`src/rtl/apb_master_fsm.sv`:
```
// ---------------------------------------------------------------------------
// apb_master_fsm
//
// APB4 requester. Accepts one command at a time on a valid/ready stream,
// drives the SETUP/ACCESS sequence on the APB master port, captures the
// completion into a response register and aborts an ACCESS phase that runs
// for TIMEOUT cycles without pready (TIMEOUT = 0 disables the abort).
//
// Parameters
//   DATAWIDTH  APB data width (multiple of 8)
//   ADDRWIDTH  APB address width
//   TIMEOUT    ACCESS cycles allowed before abort, 0 = never abort
//
// Ports
//   clk, rst                     clock, synchronous active-high reset
//   req_valid/req_ready          command handshake
//   req_write/addr/wdata/strb/prot  command payload
//   rsp_valid/rsp_ready          response handshake
//   rsp_rdata/rsp_err/rsp_timeout   response payload
//   psel/penable/pwrite/paddr/pwdata/pstrb/pprot  APB requester outputs
//   pready/pslverr/prdata        APB completer inputs
// ---------------------------------------------------------------------------
module apb_master_fsm #(
    parameter int DATAWIDTH = 32,
    parameter int ADDRWIDTH = 32,
    parameter int TIMEOUT   = 16
) (
    input  logic                   clk,
    input  logic                   rst,

    input  logic                   req_valid,
    output logic                   req_ready,
    input  logic                   req_write,
    input  logic [ADDRWIDTH-1:0]   req_addr,
    input  logic [DATAWIDTH-1:0]   req_wdata,
    input  logic [DATAWIDTH/8-1:0] req_strb,
    input  logic [2:0]             req_prot,

    output logic                   rsp_valid,
    input  logic                   rsp_ready,
    output logic [DATAWIDTH-1:0]   rsp_rdata,
    output logic                   rsp_err,
    output logic                   rsp_timeout,

    output logic                   psel,
    output logic                   penable,
    output logic                   pwrite,
    output logic [ADDRWIDTH-1:0]   paddr,
    output logic [DATAWIDTH-1:0]   pwdata,
    output logic [DATAWIDTH/8-1:0] pstrb,
    output logic [2:0]             pprot,
    input  logic                   pready,
    input  logic                   pslverr,
    input  logic [DATAWIDTH-1:0]   prdata
);

    localparam int STRBWIDTH = DATAWIDTH / 8;
    localparam int CNTWIDTH  = (TIMEOUT > 0) ? $clog2(TIMEOUT + 1) : 1;
    // Counter value seen during the TIMEOUT-th ACCESS cycle (counter starts at 0).
    localparam logic [CNTWIDTH-1:0] LASTCOUNT =
        (TIMEOUT > 0) ? CNTWIDTH'(TIMEOUT - 1) : '0;

    typedef enum logic [1:0] {
        IDLE   = 2'd0,
        SETUP  = 2'd1,
        ACCESS = 2'd2
    } stateT;

    stateT                 stateReg,      stateNext;
    logic [CNTWIDTH-1:0]   countReg,      countNext;
    logic                  pwriteReg,     pwriteNext;
    logic [ADDRWIDTH-1:0]  paddrReg,      paddrNext;
    logic [DATAWIDTH-1:0]  pwdataReg,     pwdataNext;
    logic [STRBWIDTH-1:0]  pstrbReg,      pstrbNext;
    logic [2:0]            pprotReg,      pprotNext;
    logic                  rspValidReg,   rspValidNext;
    logic [DATAWIDTH-1:0]  rspRdataReg,   rspRdataNext;
    logic                  rspErrReg,     rspErrNext;
    logic                  rspTimeoutReg, rspTimeoutNext;

    logic                  reqReady;
    logic                  accept;
    logic [STRBWIDTH-1:0]  strbMasked;

    // Reads carry no byte strobes on the bus.
    generate
        for (genvar gi = 0; gi < STRBWIDTH; gi++) begin : gStrb
            assign strbMasked[gi] = req_write & req_strb[gi];
        end
    endgenerate

    // A new command may start only once the previous response is gone or is
    // being consumed this very cycle.
    assign reqReady = (stateReg == IDLE) & (~rspValidReg | rsp_ready);
    assign accept   = req_valid & reqReady;

    always_ff @(posedge clk) begin
        if (rst) begin
            stateReg      <= IDLE;
            countReg      <= '0;
            pwriteReg     <= 1'b0;
            paddrReg      <= '0;
            pwdataReg     <= '0;
            pstrbReg      <= '0;
            pprotReg      <= '0;
            rspValidReg   <= 1'b0;
            rspRdataReg   <= '0;
            rspErrReg     <= 1'b0;
            rspTimeoutReg <= 1'b0;
        end else begin
            stateReg      <= stateNext;
            countReg      <= countNext;
            pwriteReg     <= pwriteNext;
            paddrReg      <= paddrNext;
            pwdataReg     <= pwdataNext;
            pstrbReg      <= pstrbNext;
            pprotReg      <= pprotNext;
            rspValidReg   <= rspValidNext;
            rspRdataReg   <= rspRdataNext;
            rspErrReg     <= rspErrNext;
            rspTimeoutReg <= rspTimeoutNext;
        end
    end

    always_comb begin
        stateNext      = stateReg;
        countNext      = countReg;
        pwriteNext     = pwriteReg;
        paddrNext      = paddrReg;
        pwdataNext     = pwdataReg;
        pstrbNext      = pstrbReg;
        pprotNext      = pprotReg;
        rspValidNext   = rspValidReg;
        rspRdataNext   = rspRdataReg;
        rspErrNext     = rspErrReg;
        rspTimeoutNext = rspTimeoutReg;

        // Consume first; a completion below in the same cycle overrides it.
        if (rspValidReg && rsp_ready) begin
            rspValidNext = 1'b0;
        end

        case (stateReg)
            IDLE: begin
                if (accept) begin
                    pwriteNext = req_write;
                    paddrNext  = req_addr;
                    pwdataNext = req_wdata;
                    pstrbNext  = strbMasked;
                    pprotNext  = req_prot;
                    stateNext  = SETUP;
                end
            end

            SETUP: begin
                stateNext = ACCESS;
            end

            ACCESS: begin
                if (pready) begin
                    rspValidNext   = 1'b1;
                    rspRdataNext   = pwriteReg ? '0 : prdata;
                    rspErrNext     = pslverr;
                    rspTimeoutNext = 1'b0;
                    countNext      = '0;
                    stateNext      = IDLE;
                end else if ((TIMEOUT != 0) && (countReg == LASTCOUNT)) begin
                    rspValidNext   = 1'b1;
                    rspRdataNext   = '0;
                    rspErrNext     = 1'b1;
                    rspTimeoutNext = 1'b1;
                    countNext      = '0;
                    stateNext      = IDLE;
                end else if (countReg != '1) begin
                    // Saturate rather than wrap when the timeout is disabled.
                    countNext = countReg + 1'b1;
                end
            end

            default: begin
                stateNext = IDLE;
                countNext = '0;
            end
        endcase
    end

    assign req_ready   = reqReady;
    assign psel        = (stateReg == SETUP) | (stateReg == ACCESS);
    assign penable     = (stateReg == ACCESS);
    assign pwrite      = pwriteReg;
    assign paddr       = paddrReg;
    assign pwdata      = pwdataReg;
    assign pstrb       = pstrbReg;
    assign pprot       = pprotReg;
    assign rsp_valid   = rspValidReg;
    assign rsp_rdata   = rspRdataReg;
    assign rsp_err     = rspErrReg;
    assign rsp_timeout = rspTimeoutReg;

endmodule

```
`config.mk`:
```
export PLATFORM = sky130hd
export DESIGN_NAME = apb_master_fsm
export DESIGN_NICKNAME = d
export VERILOG_FILES = /design/src/rtl/apb_master_fsm.sv
export SDC_FILE = /design/constraint.sdc
export NUM_CORES = 1
export LEC_CHECK = 0
export BUFFER_PORTS_ARGS = -buffer_cell sky130_fd_sc_hd__buf_2
export CAP_MARGIN = 20
export CORE_ASPECT_RATIO = 1.5
export CORE_MARGIN = 2
export CORE_UTILIZATION = 41
export CTS_CLUSTER_SIZE = 28
export DETAILED_ROUTE_END_ITERATION = 10
export GPL_TIMING_DRIVEN = 0
export PLACE_DENSITY = 0.87
export RECOVER_POWER = 100
export SETUP_SLACK_MARGIN = 0.05
export SYNTH_ARGS = -nofsm -noshare
export SYNTH_HDL_FRONTEND = slang
export SYNTH_SLANG_ARGS = --single-unit
```
`constraint.sdc`:
```
create_clock -name clk -period 1.6 [get_ports clk]
set_clock_uncertainty 0.1 [all_clocks]
set_input_delay 0.32 -clock clk [delete_from_list [all_inputs] [get_ports clk]]
set_output_delay 0.32 -clock clk [all_outputs]
set_load 0.1 [all_outputs]
```
# Yosys cells after proc, flatten, opt, wreduce, memory -nomap -nowiden
# Index checks and enable logic that the tools add are counted.
[classes]
add_sub_neg = 1
multipliers = 0
div_mod_pow = 0
order_cmp = 0
eq_ne = 7
n_shift = 0
mux = 18
bitwise = 10
n_reduce_logical = 8
[ops]
columns = ["op", "n"]
rows = [
  ["$mux 32", 3],
  ["$mux 5", 3],
  ["$pmux 5 s2", 1],
  ["$reduce_and 2->1", 4],
  ["$mux 1", 7],
  ["$and 1x1->1", 6],
  ["$mux 2", 3],
  ["$pmux 2 s3", 1],
  ["$add 5x1->5 const B", 1],
  ["$eq 5x4->1 const B", 1],
  ["$ne 5x5->1 const B", 1],
  ["$ne 4x1->1 const B", 1],
  ["$ne 3x1->1 const B", 1],
  ["$eq 2x1->1 const B", 1],
  ["$eq 2x2->1 const B", 1],
  ["$logic_not 2->1", 1],
  ["$ne 2x2->1 const B", 1],
  ["$not 1->1", 2],
  ["$or 1x1->1", 2],
  ["$reduce_bool 2->1", 1],
  ["$reduce_or 2->1", 1],
  ["$logic_and 1x1->1", 1],
]
[word_totals]
ff_bits = 114
latch_bits = 0
ramBits = 0
romBits = 0
input_bits = 110
word_cells = 55
memories = 0

# Longest topological paths before layout
[logic_depth]
depth_word = 6
ltp_mapped = 8

# Least setup slack after synthesis
# Ideal clock, no wire load.
[synth_timing]
path_kind = "register to register"
startpoint = "register stateReg[0]"
endpoint = "register countReg[3]"
arrival_ns = 2.086
t_required_ns = 1.421
path_slack_ns = -0.665
path_stages_with_launch = 7
path_buffers = 0
cell_sequence = "dfxtp_1 -> inv_1 -> ha_1 -> nor2b_4 -> and3_1 -> o21ai_1 -> a211oi_2"
[synth_via]
elab_cells_between_ends = 8
cone_classes = "3 x eq/ne; 1 x mux; 1 x bitwise; 3 x reduce/logical"
[synth_lines]
columns = ["element", "line", "text"]
rows = [
  ["from (decl)", "69", "stateT stateReg, stateNext;"],
  ["from (signal assigned)", "111", "stateReg <= stateNext;"],
  ["$eq 2x2->1 *", "-", ""],
  ["via penable", "46", "output logic penable,"],
  ["$ne 4x1->1 (no line)", "-", ""],
  ["$reduce_and 2->1 (no line)", "-", ""],
  ["to (signal assigned)", "112", "countReg <= countNext;"],
  ["to (decl)", "70", "logic [CNTWIDTH-1:0] countReg, countNext;"],
]
# The timed path passes the listed nets; every way through them passes the cells marked *.
# A chain may end at the register's enable or synchronous reset.

# Worst setup path in the final report
[layout_timing]
startpoint = "register stateReg[1]"
endpoint = "output req_ready"
[layout_via]
elab_chain_cells = 2
[layout_lines]
columns = ["element", "line", "text"]
rows = [
  ["$logic_not 2->1", "94", "assign reqReady = (stateReg == IDLE) & (~rspValidReg | rsp_ready);"],
  ["$and 1x1->1", "94", ""],
  ["to (decl)", "32", "output logic req_ready,"],
]
# Every way passes these cells.

==> impl_metrics.tcl <==
set metrics [dict create \
    status "complete, but fails checks" \
    violations "setup timing" \
    grt_use_total_pct 21.4 \
    layout.nets 850 \
    wl_per_cell_um 15.6 \
    die_h_um 129 \
    swShare_pct 35.1 \
    setup_viol 14 \
    crit_chain "inv_4, ha_4, and2_4, buf_12" \
    ys_warn_count 0 \
    synth.yosys.seq_area_share_pct 53.7 \
    grt_pass1_wl_um 18700 \
    ys_top_cells_by_count "142 x nand2_1, 114 x dfxtp_1, 80 x a21oi_1" \
    synth_area_um2 4250 \
    cp.buffers_inverters 2 \
    antennaDiodeCount 0 \
    fin_crit_sh_pct 106 \
    num-fill-cells 759 \
    drtPass1Iterations 4 \
    placed_cells 816 \
    async_flop_share_pct 0 \
    finalWirelength_um 13500 \
    die_w_um 87.2 \
    crit_required_ns 1.18 \
    cts_hold_buffers 0 \
    syn-num-nets 596 \
    seqPwrFrac_pct 32.3 \
    yosysTopAreaCell "dfxtp_1" \
    slew_headroom_pct 62.0 \
    gp_congestion 0.805 \
    clk_pin_slew_ns 0.05 \
    ys_types 33 \
    intPower_mw 6.31 \
    insertion_delay_ns 0.40 \
    cpPeakStageDelay_ns 0.38 \
    setup_slack_ns -0.0907 \
    vias 4377 \
    final_cells 864 \
    core-area_um2 10100 \
    end_kind "output port" \
    crit_type "flop to output port" \
    worst_pin_slew_ns 0.570 \
    numCtsBuffers 17 \
    synth_ff_type "dfxtp_1" \
    cts_tree "yes" \
    post-synth-top-count-cell "nand2_1" \
    ioPinCount 220 \
    cellPowerDensity_nw_per_um2 1400 \
    worstPathArrival_ns 1.27 \
    drv_cap 0 \
    dieArea_um2 11200 \
    drive_gt1_share_pct 46.9 \
    overflow 0 \
    worst_path_max_delay_cell "dfxtp_4" \
    route.detailed.drc 0 \
    netlist_instances 481 \
    antenna_found_initial 0 \
    cts_max_level 4 \
    critPathMaxFanout 3 \
    ant_nets 0 \
    avgViaCountPerCell 5.07 \
    rsz0062_at_grt "true" \
    leakage_nw 3.04 \
    utilization_pct 68.2 \
    start_util_pct 42.0 \
    clkPwrFrac_pct 38.7 \
    cp_top_family "flip-flops" \
    area_growth_pct 62.6 \
    hold_depth 3 \
    period_minus_slack_ns 1.69 \
    ys_ff_latch 114 \
    grt_max_degree 17 \
    slew_viol_final 0 \
    synth_edf_count 0 \
    grt_pass1_vias 4124 \
    critical_path_depth 4 \
    fmax_mhz 591 \
    combinationalPowerShare_pct 29.0 \
    root_buffer "clkbuf_16" \
    cts.sinks 114 \
    dpl.hpwl_um 8720 \
    portBuffers 218 \
    multi_input_area_um2 1920 \
    drt_iter0_drc 147 \
    ir_drop_mv 0.816 \
    synthTopCellsByArea "dfxtp_1 54%, nand2_1 13%, a21oi_1 9.4%" \
    startpoint_type "flop" \
    synth_top_area_share_pct 53.7 \
    rr_worst_depth 8 \
    power_mw 9.71 \
    min_path_type "input port to flop" \
    avgSynthCellArea_um2 8.84 \
    cts_max_path_buffers 2 \
    num_rows 45 \
    hold_viol 0 \
    seq_area_um2 2300 \
    power.switching_mw 3.41 \
]
-- power by group through the flow --
stage | clock [mW] | sequential, mW | combinational [mW]
finish | 3.76 | 3.14 | 2.81
global placement | 0 | 3.17 | 2.43
global route | 3.95 | 3.15 | 2.94
detailed placement | 0 | 3.18 | 2.44
CTS | 3.82 | 3.13 | 2.66
floorplan | 0 | 4.45 | 0.688
-- registers in the layout, summed over array words and instances (netlist names), 2 cells and up --
register and flops:
stateReg 2, paddr 32, pstrb 4, rsp_rdata 32, pwdata 32, countReg 5
pprot 3
-- metrics by stage --
step / worst slack (ns) / cell area (um2) / setup TNS [ns] / hold slack (ns)
global placement: -0.148 / 5520 / -11.46 / 0.336
detailed placement: -0.167 / 5520 / -10.79 / 0.340
floorplan: -0.0533 / 4280 / -0.0746 / 0.316
CTS: -0.0903 / 6510 / -1.36 / 0.0489
global route: -0.119 / 6920 / -3.99 / 0.0555
finish: -0.0907 / 6920 / -0.452 / 0.0584
-- tightest hold or removal path, delay by kind of cell --
family          cells  cell delay, ns
buf+inv             1            0.09
simple gates        1            0.05
compound gates      1            0.05
-- final timing paths --
check | from | endpoint | slack (ns)
setup / recovery | stateReg[1] | req_ready | -0.09
hold reg to reg | pstrb[1] | pstrb[1] | 0.35
hold / removal | req_addr[18] | paddr[18] | 0.06
setup reg to reg | stateReg[1] | stateReg[0] | -0.06
-- cells in the final DEF, fill, tap and decap left out, drive strengths merged, types with 2 or more instances in the layout --
master      n
nand3       5
buf       255
a211oi      3
o21ai       5
nand2     143
inv         3
bufinv      3
and3        3
clkinvlp    2
nor4b       2
nor2b       2
clkinv      5
ha          5
dfxtp     114
clkbuf     36
a22oi      32
nor2       37
nand2b      5
a21oi      80
-- kinds of logic (layout without fill, tap and decap cells) --
logic type,count (synthesis),in the layout,synth area share [%]
adders and majority gates,5,5,1.47
and+or+nand+nor,201,201,19.7
AOI/OAI and AO/OA,122,122,19.4
buffers and inverters,38,304,5.56
muxes,1,1,0.235
DFF,114,114,53.7
-- metal layers --
metal | vias up | track usage [%] | share of wire (%) | wire length, um
li1 | 2128 | - | - | -
met1 | 2018 | 21.3 | 36 | 4830
met2 | 192 | 39.8 | 55 | 7450
met3 | 39 | 6.22 | 5.4 | 736
met4 | 0 | 10.0 | 3.7 | 495
met5 | - | 0 | 0 | 0
-- timing repair --
item	4_1_cts	5_1_grt
gates cloned	0	6
endpoints found under the setup margin	218	112
pin swaps	4	23
resized for setup	138	48
buffers inserted	5	8
-- layout make-up --
class | count | area share, %
Timing Repair Buffer | 237 | 24.0
Clock buffer | 21 | 6.66
Clock inverter | 10 | 1.94
Sequential cell | 114 | 33.3
Buffer | 33 | 4.09
Tap cell | 117 | 2.12
Inverter | 3 | 0.235
Multi-Input combinational cell | 329 | 27.7
No activity file was read; power rests on OpenSTA's default activity.
